===== src/rtl/key_button_debounce_encoder.sv =====
// Synchronises and debounces N_KEYS raw button lines, then encodes a single held key to a
// 1-based value with press/release strobes, multi-key rejection and optional auto-repeat.
module key_button_debounce_encoder #(
  parameter int unsigned N_KEYS          = 11,
  parameter int unsigned VAL_W           = 4,
  parameter int unsigned DEBOUNCE_CYCLES = 10000,
  parameter int unsigned CNT_W           = 14,
  parameter int unsigned REPEAT_EN       = 0,
  parameter int unsigned REPEAT_DELAY    = 5000,
  parameter int unsigned REPEAT_PERIOD   = 2000
) (
  input  logic              clk_1mhz,
  input  logic              rst_n,
  input  logic [N_KEYS-1:0] key_button_in,
  output logic              button_pressed,
  output logic [VAL_W-1:0]  button_value,
  output logic              press_pulse,
  output logic              release_pulse,
  output logic              multi_key
);

  localparam logic [CNT_W-1:0]  DbMax  = CNT_W'(DEBOUNCE_CYCLES - 1);
  localparam logic [CNT_W-1:0]  RepDly = CNT_W'(REPEAT_DELAY - 1);
  localparam logic [CNT_W-1:0]  RepPer = CNT_W'(REPEAT_PERIOD - 1);
  localparam logic [N_KEYS-1:0] KeyOne = N_KEYS'(1);

  typedef enum logic [1:0] {StIdle, StHeld, StMulti} state_e;

  logic [N_KEYS-1:0] r_sync1, r_sync2, r_cand, r_stable;
  logic [CNT_W-1:0]  r_dcnt, r_rcnt;
  logic              r_rep_phase;
  state_e            r_state;
  logic              r_pressed, r_press, r_release, r_multi;
  logic [VAL_W-1:0]  r_value;

  logic [N_KEYS-1:0] w_cand_d, w_stable_d;
  logic [CNT_W-1:0]  w_dcnt_d, w_rcnt_d, w_rep_lim;
  logic              w_rep_phase_d;
  state_e            w_state_d;
  logic              w_pressed_d, w_press_d, w_release_d, w_multi_d;
  logic [VAL_W-1:0]  w_value_d, w_idx;
  logic              w_none, w_multi;

  always_comb begin
    w_cand_d = r_cand;
    w_dcnt_d = r_dcnt;
    if (r_sync2 != r_cand) begin
      w_cand_d = r_sync2;
      w_dcnt_d = '0;
    end else if (r_dcnt != DbMax) begin
      w_dcnt_d = r_dcnt + 1'b1;
    end
    w_stable_d = ((r_dcnt == DbMax) && (r_cand != r_stable)) ? r_cand : r_stable;
  end

  // The FSM decodes the next stable value so outputs land on the same edge stable updates.
  always_comb begin
    w_none  = (w_stable_d == '0);
    w_multi = |(w_stable_d & (w_stable_d - KeyOne));
    w_idx   = '0;
    for (int i = 0; i < N_KEYS; i++) begin
      if (w_stable_d[i]) w_idx = VAL_W'(i + 1);
    end
  end

  assign w_rep_lim = r_rep_phase ? RepPer : RepDly;

  always_comb begin
    w_state_d     = r_state;
    w_pressed_d   = r_pressed;
    w_value_d     = r_value;
    w_multi_d     = r_multi;
    w_press_d     = 1'b0;
    w_release_d   = 1'b0;
    w_rcnt_d      = r_rcnt;
    w_rep_phase_d = r_rep_phase;
    unique case (r_state)
      StIdle: begin
        if (w_multi) begin
          w_state_d = StMulti;
          w_multi_d = 1'b1;
        end else if (!w_none) begin
          w_state_d     = StHeld;
          w_press_d     = 1'b1;
          w_pressed_d   = 1'b1;
          w_value_d     = w_idx;
          w_rcnt_d      = '0;
          w_rep_phase_d = 1'b0;
        end
      end
      StHeld: begin
        if (w_none) begin
          w_state_d   = StIdle;
          w_release_d = 1'b1;
          w_pressed_d = 1'b0;
          w_value_d   = '0;
        end else if (w_multi) begin
          w_state_d   = StMulti;
          w_release_d = 1'b1;
          w_pressed_d = 1'b0;
          w_value_d   = '0;
          w_multi_d   = 1'b1;
        end else if (w_idx != r_value) begin
          w_release_d   = 1'b1;
          w_press_d     = 1'b1;
          w_value_d     = w_idx;
          w_rcnt_d      = '0;
          w_rep_phase_d = 1'b0;
        end else if (REPEAT_EN != 0) begin
          // First repeat after REPEAT_DELAY, then every REPEAT_PERIOD; counter reloads on hit.
          if (r_rcnt == w_rep_lim) begin
            w_press_d     = 1'b1;
            w_rcnt_d      = '0;
            w_rep_phase_d = 1'b1;
          end else begin
            w_rcnt_d = r_rcnt + 1'b1;
          end
        end
      end
      StMulti: begin
        if (w_none) begin
          w_state_d = StIdle;
          w_multi_d = 1'b0;
        end
      end
      default: begin
        w_state_d   = StIdle;
        w_pressed_d = 1'b0;
        w_value_d   = '0;
        w_multi_d   = 1'b0;
      end
    endcase
  end

  always_ff @(posedge clk_1mhz or negedge rst_n) begin
    if (!rst_n) begin
      r_sync1     <= '0;
      r_sync2     <= '0;
      r_cand      <= '0;
      r_stable    <= '0;
      r_dcnt      <= '0;
      r_rcnt      <= '0;
      r_rep_phase <= 1'b0;
      r_state     <= StIdle;
      r_pressed   <= 1'b0;
      r_value     <= '0;
      r_press     <= 1'b0;
      r_release   <= 1'b0;
      r_multi     <= 1'b0;
    end else begin
      r_sync1     <= key_button_in;
      r_sync2     <= r_sync1;
      r_cand      <= w_cand_d;
      r_stable    <= w_stable_d;
      r_dcnt      <= w_dcnt_d;
      r_rcnt      <= w_rcnt_d;
      r_rep_phase <= w_rep_phase_d;
      r_state     <= w_state_d;
      r_pressed   <= w_pressed_d;
      r_value     <= w_value_d;
      r_press     <= w_press_d;
      r_release   <= w_release_d;
      r_multi     <= w_multi_d;
    end
  end

  assign button_pressed = r_pressed;
  assign button_value   = r_value;
  assign press_pulse    = r_press;
  assign release_pulse  = r_release;
  assign multi_key      = r_multi;

endmodule


===== config.mk =====
export PLATFORM = sky130hd
export DESIGN_NAME = key_button_debounce_encoder
export DESIGN_NICKNAME = d
export VERILOG_FILES = /design/src/rtl/key_button_debounce_encoder.sv
export SDC_FILE = /design/constraint.sdc
export NUM_CORES = 1
export LEC_CHECK = 0
export ABC_AREA = 1
export ABC_CLOCK_PERIOD_IN_PS = 2350
export CAP_MARGIN = 20
export CORE_MARGIN = 5
export CORE_UTILIZATION = 53
export CTS_CLUSTER_DIAMETER = 120
export CTS_CLUSTER_SIZE = 24
export DETAILED_ROUTE_END_ITERATION = 8
export PLACE_DENSITY = 0.85
export SETUP_SLACK_MARGIN = 0.1
export SYNTH_ARGS = -nofsm -noshare
export SYNTH_HDL_FRONTEND = slang
export SYNTH_SLANG_ARGS = --single-unit

===== constraint.sdc =====
create_clock -name clk_1mhz -period 2.35 [get_ports clk_1mhz]
set_clock_uncertainty 0.05 [all_clocks]
set_input_delay 0.235 -clock clk_1mhz [delete_from_list [all_inputs] [get_ports clk_1mhz]]
set_output_delay 0.235 -clock clk_1mhz [all_outputs]
set_load 0.005 [all_outputs]

* Word level (Yosys, flattened, before mapping)
Index checks and enable logic that the tools add are counted.
** Operators by class
- $add $sub $neg :: 2
- Muxes and demuxes :: 44
- Eq/ne operators :: 14
- Reductions and logical operators :: 9
- Bitwise gates (word level) :: 2
** Operators by type and width (count)
- $mux W4 :: 15
- $mux W14 :: 2
- $ne A11 B11 Y1 :: 2
- $mux W1 :: 16
- $add A14 B1 Y14 const B :: 1
- $eq A14 B14 Y1 const B :: 1
- $ne A14 B14 Y1 const B :: 1
- $pmux W4 S3 :: 1
- $and A11 B11 Y11 :: 1
- $logic_not A11 Y1 :: 1
- $mux W11 :: 1
- $reduce_or A11 Y1 :: 1
- $sub A11 B1 Y11 const B :: 1
- $mux W2 :: 5
- $ne A2 B2 Y1 const B :: 4
- $reduce_and A4 Y1 :: 2
- $ne A3 B3 Y1 const B :: 2
- $pmux W1 S3 :: 2
- $pmux W2 S3 :: 1
- $ne A4 B4 Y1 :: 1
- $ne A4 B4 Y1 const B :: 1
- $reduce_and A3 Y1 :: 1
- $eq A2 B1 Y1 const B :: 1
- $eq A2 B2 Y1 const B :: 1
- other kinds (6) :: 6
** Word-level totals
- Word-level logic and storage cells :: 82
- Input port bits :: 13
- Output and inout bits :: 8
- Flip-flop bits (word level) :: 68

* Logic depth before layout (Yosys ltp)
Gate-level depths: netlist of the first run.
- Depth in word-level cells :: 19
- Gate-level depth with buffers :: 25
- Depth with buffers taken out :: 24

* Least setup slack after synthesis of the first run
No wires, ideal clock.
- Kind :: reg2reg
- Start :: reg r_dcnt[0]
- End :: reg r_press, in the netlist press_pulse
- Clock period less this slack :: 2.465 ns
- Arrival :: 2.295 ns
- Data required time :: 2.180 ns
- Library setup time :: 0.120 ns
- Path buffers :: 1
- Stages on the path, launching flop included :: 18
- Slack :: -0.115 ns
- Path through :: dfrtp_1 -> ha_1 -> nand3_1 -> nor3_4 -> nand2_4 -> buf_8 -> o21ai_2 -> nand2_2 -> nor2_4 -> nor2_1 -> inv_2 -> nor2_1 -> nor2_2 -> nand2_1 -> nor2_2 -> nand3_1 -> o21ai_0 -> inv_1
** On the way
- Cells in the longest elaborated chain, start to end :: 19
- Elaborated cells between the ends (all ways) :: 25
- Those cells by class :: add/sub: 1; eq/ne: 2; mux: 18; bitwise: 1; reduce/logical: 3
** RTL lines
- from (decl) :: line 30 : logic [CNT_W-1:0] r_dcnt, r_rcnt;
- from (signal assigned) :: line 155 : r_dcnt <= w_dcnt_d;
- $eq A14 B14 Y1 * :: line 53 : w_stable_d = ((r_dcnt == DbMax) && (r_cand != r_stable)) ? r_cand : r_stable;
- $logic_and A1 B1 Y1 * :: line 53
- $mux W11 * :: line 53
- $mux W1 :: line 62 : if (w_stable_d[i]) w_idx = VAL_W'(i + 1);
- $mux W4 (10 in series) :: line 62
- $ne A4 B4 Y1 :: line 103 : end else if (w_idx != r_value) begin
- $mux W1 :: line 103
- $mux W1 :: line 97 : end else if (w_multi) begin
- $mux W1 :: line 92 : if (w_none) begin
- $pmux W1 S2 * :: line 77 : unique case (r_state)
- named net w_press_d :: line 40 : logic w_pressed_d, w_press_d, w_release_d, w_multi_d;
- to (signal assigned) :: line 161 : r_press <= w_press_d;
- to (decl) :: line 33 : logic r_pressed, r_press, r_release, r_multi;
Mark *: on every way through the listed nets, which the timed path passes. The rest lies on a longest branch.
A chain may end at the register's enable or synchronous reset.

* Worst setup path in the final report of the first run
- Start :: reg r_stable[6]
- End :: reg r_value[0], in the netlist button_value[0]
** On the way
- Cells in the longest elaborated chain, start to end :: 18
- Elaborated cells between the ends (all ways) :: 29
- Those cells by class :: add/sub: 1; eq/ne: 5; mux: 18; bitwise: 1; reduce/logical: 4
** RTL lines
- from (decl) :: line 29 : logic [N_KEYS-1:0] r_sync1, r_sync2, r_cand, r_stable;
- from (signal assigned) :: line 154 : r_stable <= w_stable_d;
- $ne A11 B11 Y1 * :: line 53
- $logic_and A1 B1 Y1 * :: line 53
- $mux W11 * :: line 53
- named net w_stable_d[0] :: line 36 : logic [N_KEYS-1:0] w_cand_d, w_stable_d;
- $mux W1 :: line 62
- $mux W4 (10 in series) :: line 62
- $mux W4 :: line 103
- $mux W4 :: line 97
- $mux W4 :: line 92
- $pmux W4 S3 :: line 77
- to (signal assigned) :: line 160 : r_value <= w_value_d;
- to (decl) :: line 34 : logic [VAL_W-1:0] r_value;
Mark *: on every way through the listed nets, which the timed path passes. The rest lies on a longest branch. The select of a mux whose other input is x is not followed.

==> results of run 1 <==
==> worst reg2reg max path, delay by kind of cell, from the launching register on <==
kind,cells,cell delay [ps]
simple gates,20,1870
flops,1,430
buf+inv,2,340
xor+xnor,1,280
==> logic make-up after synthesis <==
kind of cell             Yosys count  synth area share, %
AO/OA/AOI/OAI                     31                 6.20
XOR/XNOR                          18                 4.86
adder cells (fa/ha/maj)            2                0.694
buffers and inverters             69                 8.79
flip-flops                        68                 52.4
multiplexers                       1                0.308
AND/OR/NAND/NOR                  182                 26.7
==> timing repair <==
| item | in CTS | in global routing |
|---|---|---|
| hold buffers | 1 | 0 |
| resized for setup | 55 | 75 |
| endpoints found under the hold margin | 27 | 0 |
| gates cloned | 2 | 0 |
| pin swaps | 31 | 46 |
| setup endpoints to repair | 13 | 21 |
| buffers inserted | 29 | 15 |
==> per-layer routing <==
metal	part of all wire [%]	GRT usage (%)	vias up
met5	0	0	-
met4	7.0	15.0	0
met3	9.4	8.10	104
met2	47	45.9	278
met1	36	33.5	1623
li1	-	-	1368
==> synthesized netlist by cell type, types with 2 or more instances <==
cell type	instances	area, sq um
nand2_1	99	372
dfrtp_1	68	1700
inv_1	48	180
nor2_1	24	90.1
nand3_1	23	115
xor2_1	15	131
clkbuf_1	11	41.3
nand2_2	9	56.3
nor3_1	8	40.0
a21oi_1	7	35.0
o21ai_0	7	35.0
o21ai_1	6	30.0
inv_2	5	18.8
nor2_2	5	31.3
o21ai_2	5	43.8
nor2_4	3	33.8
xnor2_1	3	26.3
a211oi_1	2	15.0
buf_6	2	22.5
clkinv_1	2	7.51
nand3_2	2	20.0
nand4_2	2	25.0
nor4_1	2	12.5
o21a_1	2	15.0
==> stage by stage <==
step	power (W)	setup TNS (ps)	instance area (sq um)	setup WS, ps
after detailed placement	0.00135	-2830	3940	-354
after CTS	0.00229	-2420	4540	-308
after global placement	0.00134	-1790	3940	-250
after floorplan	0.00127	-135	3280	-33.0
after global routing	0.00242	-7310	4840	-776
final	0.00234	-5980	4840	-685
==> state kept, by name, indices dropped and copies added, names as in the netlist <==
name and cells:
button_pressed 1, button_value 4, multi_key 1, press_pulse 1, r_cand 11, r_dcnt 14
r_stable 11, r_state 2, r_sync1 11, r_sync2 11, release_pulse 1
==> power breakdown <==
part	total, W	internal, W	switching, W	leakage, nW
clock	0.000982	0.000490	0.000491	0.0927
sequential	0.00122	0.00120	0.0000252	0.871
combinational	0.000134	0.0000646	0.0000693	1.50
==> worst max-delay path by stage <==
stage / start / end / slack [ps] / cells after the start
after global routing: r_stable[6] / button_value[1] / -780 / 23
after floorplan: r_dcnt[4] / button_value[2] / -30 / 18
after detailed placement: r_dcnt[4] / button_value[0] / -350 / 15
final: r_stable[6] / button_value[0] / -690 / 23
after CTS: r_cand[3] / button_value[2] / -310 / 21
after global placement: r_dcnt[4] / button_value[0] / -250 / 15
==> layout make-up <==
class	instances	area share, %
inverter	55	4.26
clock inverter	6	1.32
multi-input combinational	236	35.6
timing repair buffer	109	19.1
tap	75	1.94
clock buffer	10	2.63
sequential	68	35.2
==> results.toml, run 1 <==
[run_status]
outcome = "finished with violations"
violations = "setup timing"

[final_layout]
final_cells = 559
n_fill_cell = 289
regArea_sq_um = 1700
antenna_cells = 0
layout_commonest_cell = "buf_4"
drive_gt1_share_pct = 46.9
final_util_pct = 81.3
syn_to_final_growth_pct = 49.2
final_nets = 493
multi_input_area_sq_um = 1720
final_cell_mix = "buf_4, nand2_1, dfrtp_1, inv_1, nand2_2"

[floorplanning]
die_x_um = 88.3
initial_utilization_pct = 54.5
fp.coreArea_sq_um = 5960
die_area_sq_um = 7790
rows = 28
io_pins = 21
die_h_um = 88.3

[clock_network]
cts_made_buffers = 9
clock-root-buffer = "clkbuf_8"
clock_latency_ps = 360
clock_sinks = 68
htreeDepth = 3
cts_tree = "done"
clk_pin_slew_ps = 80
clock_path_buffers = 2

[global_routing]
grt_overflow = 0
grt_pass1_wl_mm = 16.3
grt_max_degree = 42
grt_pass1_vias = 3233
grt_use_total_pct = 28.0
antenna_found_initial = 0

[route]
ant_nets = 0
drcViolationCount = 0
avgRoutedWirePerCell_um = 21.3
wl_mm = 11.9
num_vias = 3373
first_iter_violations = 439
firstDrtPassIters = 7
viasPerCell = 6.03

[sta]
layout_setup_ws_ps = -685
hold_violations = 0
maxSlewHeadroom_pct = 52.5
hold-worst-slack_ps = 251
slew_violations = 0
rsz0062_at_grt = "yes"
fin_crit_ps = 3040
post-route-period-util_pct = 129
setup_viol = 13
tightest_slew_ps = 713
fmax_ghz = 0.329

[worst_hold_path]
min_from = "key_button_in[3]"
min_delay_path_depth = 1
hold_path.class = "primary input to flop"
hold_path_end = "r_sync1[3]"

[yosys]
synth_edf_count = 0
ys_seq_elements = 68
yosysWarnings = 0
netlist_instances = 371
syn-num-nets = 385
seq_area_frac_synth_pct = 52.4
ys_async_sr_fraction_pct = 100
synth_cell_types = 35
ys.flop_type = "dfrtp_1"
syn-cell-area_sq_um = 3250
syn_area_per_cell_sq_um = 8.75

[pwr]
p_per_area_nw_per_um2 = 483
p_leak_nw = 2.46
vdd_drop_max_mv = 0.556

[setup_path]
worstPathMaxFanout = 5
crit_arrival_ps = 3290
path_cells = "xnor2_2, nand2_2, nor2_4, nand3_4, buf_6, nand3_4, nand2_4, buf_6, nand2_4, nand2_2, nand2_1, nand2_1, nand2_1, nand2_1, nand2_1, nand2_1, nand2_2, nand2_2, nand2_4, nand4_4, nand2_4, nand2_2, nand2_1"
crit_path_frequent_cell = "nand2_1"
path_class = "flop to flop"
slowest_delay_ps = 430
r2r_slack_ps = -690
cp_slowest_cell = "dfrtp_1"
end_kind = "flop"
worstReg2RegEnd = "button_value[0]"
cp_data_required_time_ps = 2600
worstSetupStartpointType = "flop"
path_buf_inv = 2
path_delay_family = "simple AND/OR/NAND/NOR gates"
ff2ff_path_depth = 23
reg2reg_from = "r_stable[6]"

[place]
dpl.cell_count = 510
portBuffers = 20
gp_congestion = 0.856
dp_hpwl_mm = 4.91

[run]
maxCapViolations = 0
No activity file was read; power rests on OpenSTA's default activity.
==> run 2: changes to the inputs <==
--- a/config.mk
+++ b/config.mk
@@ -6,14 +6,14 @@
 export NUM_CORES = 1
 export LEC_CHECK = 0
 export ABC_AREA = 1
-export ABC_CLOCK_PERIOD_IN_PS = 2350
+export ABC_CLOCK_PERIOD_IN_PS = 3600
 export CAP_MARGIN = 20
 export CORE_MARGIN = 5
-export CORE_UTILIZATION = 53
+export CORE_UTILIZATION = 63
 export CTS_CLUSTER_DIAMETER = 120
 export CTS_CLUSTER_SIZE = 24
 export DETAILED_ROUTE_END_ITERATION = 8
-export PLACE_DENSITY = 0.85
+export PLACE_DENSITY = 0.94
 export SETUP_SLACK_MARGIN = 0.1
 export SYNTH_ARGS = -nofsm -noshare
 export SYNTH_HDL_FRONTEND = slang
==> constraint.sdc (replaced) <==
create_clock -name clk_1mhz -period 3.6 [get_ports clk_1mhz]
set_clock_uncertainty 0.05 [all_clocks]
set_input_delay 0.36 -clock clk_1mhz [delete_from_list [all_inputs] [get_ports clk_1mhz]]
set_output_delay 0.36 -clock clk_1mhz [all_outputs]
set_load 0.005 [all_outputs]
==> run 2 against run 1 <==
The run ends with hold timing left; global-route usage fell by 5.5 points; die area down 14%; clock power down 44%; fmax is 3.0% lower; sequential power decreased by 35%; cell count is 17% lower; utilization fell by 8.8 points; non-clock buffer count fell by 87; largest cell class is now flip-flops and latches.
==> results.toml, run 2 (synthesis gave the netlist of run 1 again) <==
[global_routing]
grt_overflow = 0
grt_pass1_vias = 2539
grt_use_total_pct = 22.5
grt_pass1_wl_mm = 11.1
grt_max_degree = 53
antenna_found_initial = 0

[setup_path]
r2r_slack_ps = 470
worstSetupStartpointType = "flop"
end_kind = "flop"
worstPathMaxFanout = 25
crit_arrival_ps = 3370
path_class = "flop to flop"
cp_data_required_time_ps = 3840

[sta]
post-route-period-util_pct = 87.0
rsz0062_at_grt = "no"
setup_viol = 0
slew_violations = 0
maxSlewHeadroom_pct = 58.8
tightest_slew_ps = 618
hold-worst-slack_ps = -24.5
layout_setup_ws_ps = 469
fin_crit_ps = 3130
tns_ps = 0
fmax_ghz = 0.319
hold_violations = 26

[route]
wl_mm = 6.27
viasPerCell = 5.29
drcViolationCount = 0
avgRoutedWirePerCell_um = 13.5
first_iter_violations = 213
num_vias = 2462
firstDrtPassIters = 5
ant_nets = 0

[pwr]
vdd_drop_max_mv = 0.359
clockPowerShare_pct = 39.2
p_leak_nw = 1.86
p_per_area_nw_per_um2 = 383
p_sw_share_pct = 23.3
internal_power_w = 0.00107
power_frac_comb_pct = 3.8
seq_power_share_pct = 57.1
switchingPower_w = 0.000326

[final_layout]
layout_commonest_cell = "nand2_1"
multi_input_area_sq_um = 1260
syn_to_final_growth_pct = 12.6
final_nets = 404
regMostFlops = "r_dcnt"
final_util_pct = 72.5
largest_reg_flops = 14
drive_gt1_share_pct = 13.7
n_fill_cell = 345
final_cell_mix = "nand2_1, dfrtp_1, inv_1, nor2_1, nand3_1"
regArea_sq_um = 1700
antenna_cells = 0

[clock_network]
clock_sinks = 68
cts-resized-gates = 0
cts_setup_buffers = 0
clock-root-buffer = "clkbuf_8"
clock_latency_ps = 350
clk_pin_slew_ps = 70
htreeDepth = 3
cts_tree = "done"
clock_path_buffers = 2
cts_made_buffers = 9
postCtsHoldBufs = 0

[place]
portBuffers = 20
dp_hpwl_mm = 4.42
place_ws_ps = 466
gp_congestion = 0.888

[run]
maxCapViolations = 0

[floorplanning]
rows = 26
fp.coreArea_sq_um = 5040
initial_utilization_pct = 64.4
io_pins = 21
die_h_um = 81.8
die_area_sq_um = 6690
die_x_um = 81.8

[run_status]
outcome = "finished with violations"
violations = "hold timing"

[worst_hold_path]
hold_path.class = "primary input to async pin"
[run 2: changes by cell type in the layout (fill, tap and decap cells not counted), moves of 8 or more]
cell	delta
inv_2	-12
nand2_4	-8
nand2_2	-23
buf_4	-75
buf_6	-10
nand3_1	+10
inv_1	+11
nand2_1	+32
[run 2: power groups by stage]
stage	Sequential [W]	Combinational, W	Clock [W]
after floorplan	0.000808	0.0000222	0
after global placement	0.000811	0.0000483	0
after detailed placement	0.000813	0.0000497	0
after CTS	0.000799	0.0000507	0.000553
after global routing	0.000801	0.0000604	0.000592
final	0.000798	0.0000530	0.000548
[run 2: worst paths after layout]
path                                  from  cells past startpoint              end
worst max-delay path             r_dcnt[0]                     15  button_value[2]
worst max register to register   r_dcnt[0]                     15  button_value[2]
worst min register to register  r_sync1[4]                      0       r_sync2[4]
worst min-delay path                 rst_n                      1        r_dcnt[4]
max in group asynchronous            rst_n                      2       r_cand[10]
min in group clk_1mhz           r_sync1[4]                      0       r_sync2[4]
[run 2: layout make-up]
class,instances,share of cell area (%)
sequential,68,46.5
timing repair buffer,22,6.30
tap,70,2.40
inverter,55,5.65
clock buffer,12,3.97
clock inverter,4,0.684
multi-input combinational,234,34.5
[run 2: routing by layer]
metal / part of all wire (%) / track usage (%)
met5: 0 / 0
met4: 2.7 / 13.8
met3: 6.3 / 4.82
met2: 52 / 38.0
met1: 39 / 26.1
[run 2: through the flow]
| stage | std cells | power [W] | hold slack (ps) | area [sq um] |
|---|---|---|---|---|
| after floorplan | 371 | 0.000830 | 14.4 | 3250 |
| after global placement | 448 | 0.000859 | 282 | 3460 |
| after detailed placement | 448 | 0.000863 | 285 | 3460 |
| after CTS | 464 | 0.00140 | 194 | 3630 |
| after global routing | 465 | 0.00145 | 21.8 | 3660 |
| final | 465 | 0.00140 | -24.5 | 3660 |
[run 2: worst max-delay path, cell delays in order (launching register included)]
cell     delay [ps]
dfrtp_1         380
ha_1            200
nand3_1         170
nor3_4          520
nand2_4         280
o21ai_1         330
inv_2            90
nand3_2         110
inv_1            70
nand3_1         150
nand4_2         170
nor2_2          150
nand4_4         150
nand2_2         120
nand2_1          60
nand2_1          60
==> run 3: changes to the inputs <==
--- a/config.mk
+++ b/config.mk
@@ -13,6 +13,7 @@
 export CTS_CLUSTER_DIAMETER = 120
 export CTS_CLUSTER_SIZE = 24
 export DETAILED_ROUTE_END_ITERATION = 8
+export GPL_ROUTABILITY_DRIVEN = 0
 export PLACE_DENSITY = 0.94
 export SETUP_SLACK_MARGIN = 0.1
 export SYNTH_ARGS = -nofsm -noshare
==> results of run 3 <==
No change in the layout: final DEF, timing and power equal those of run 2.
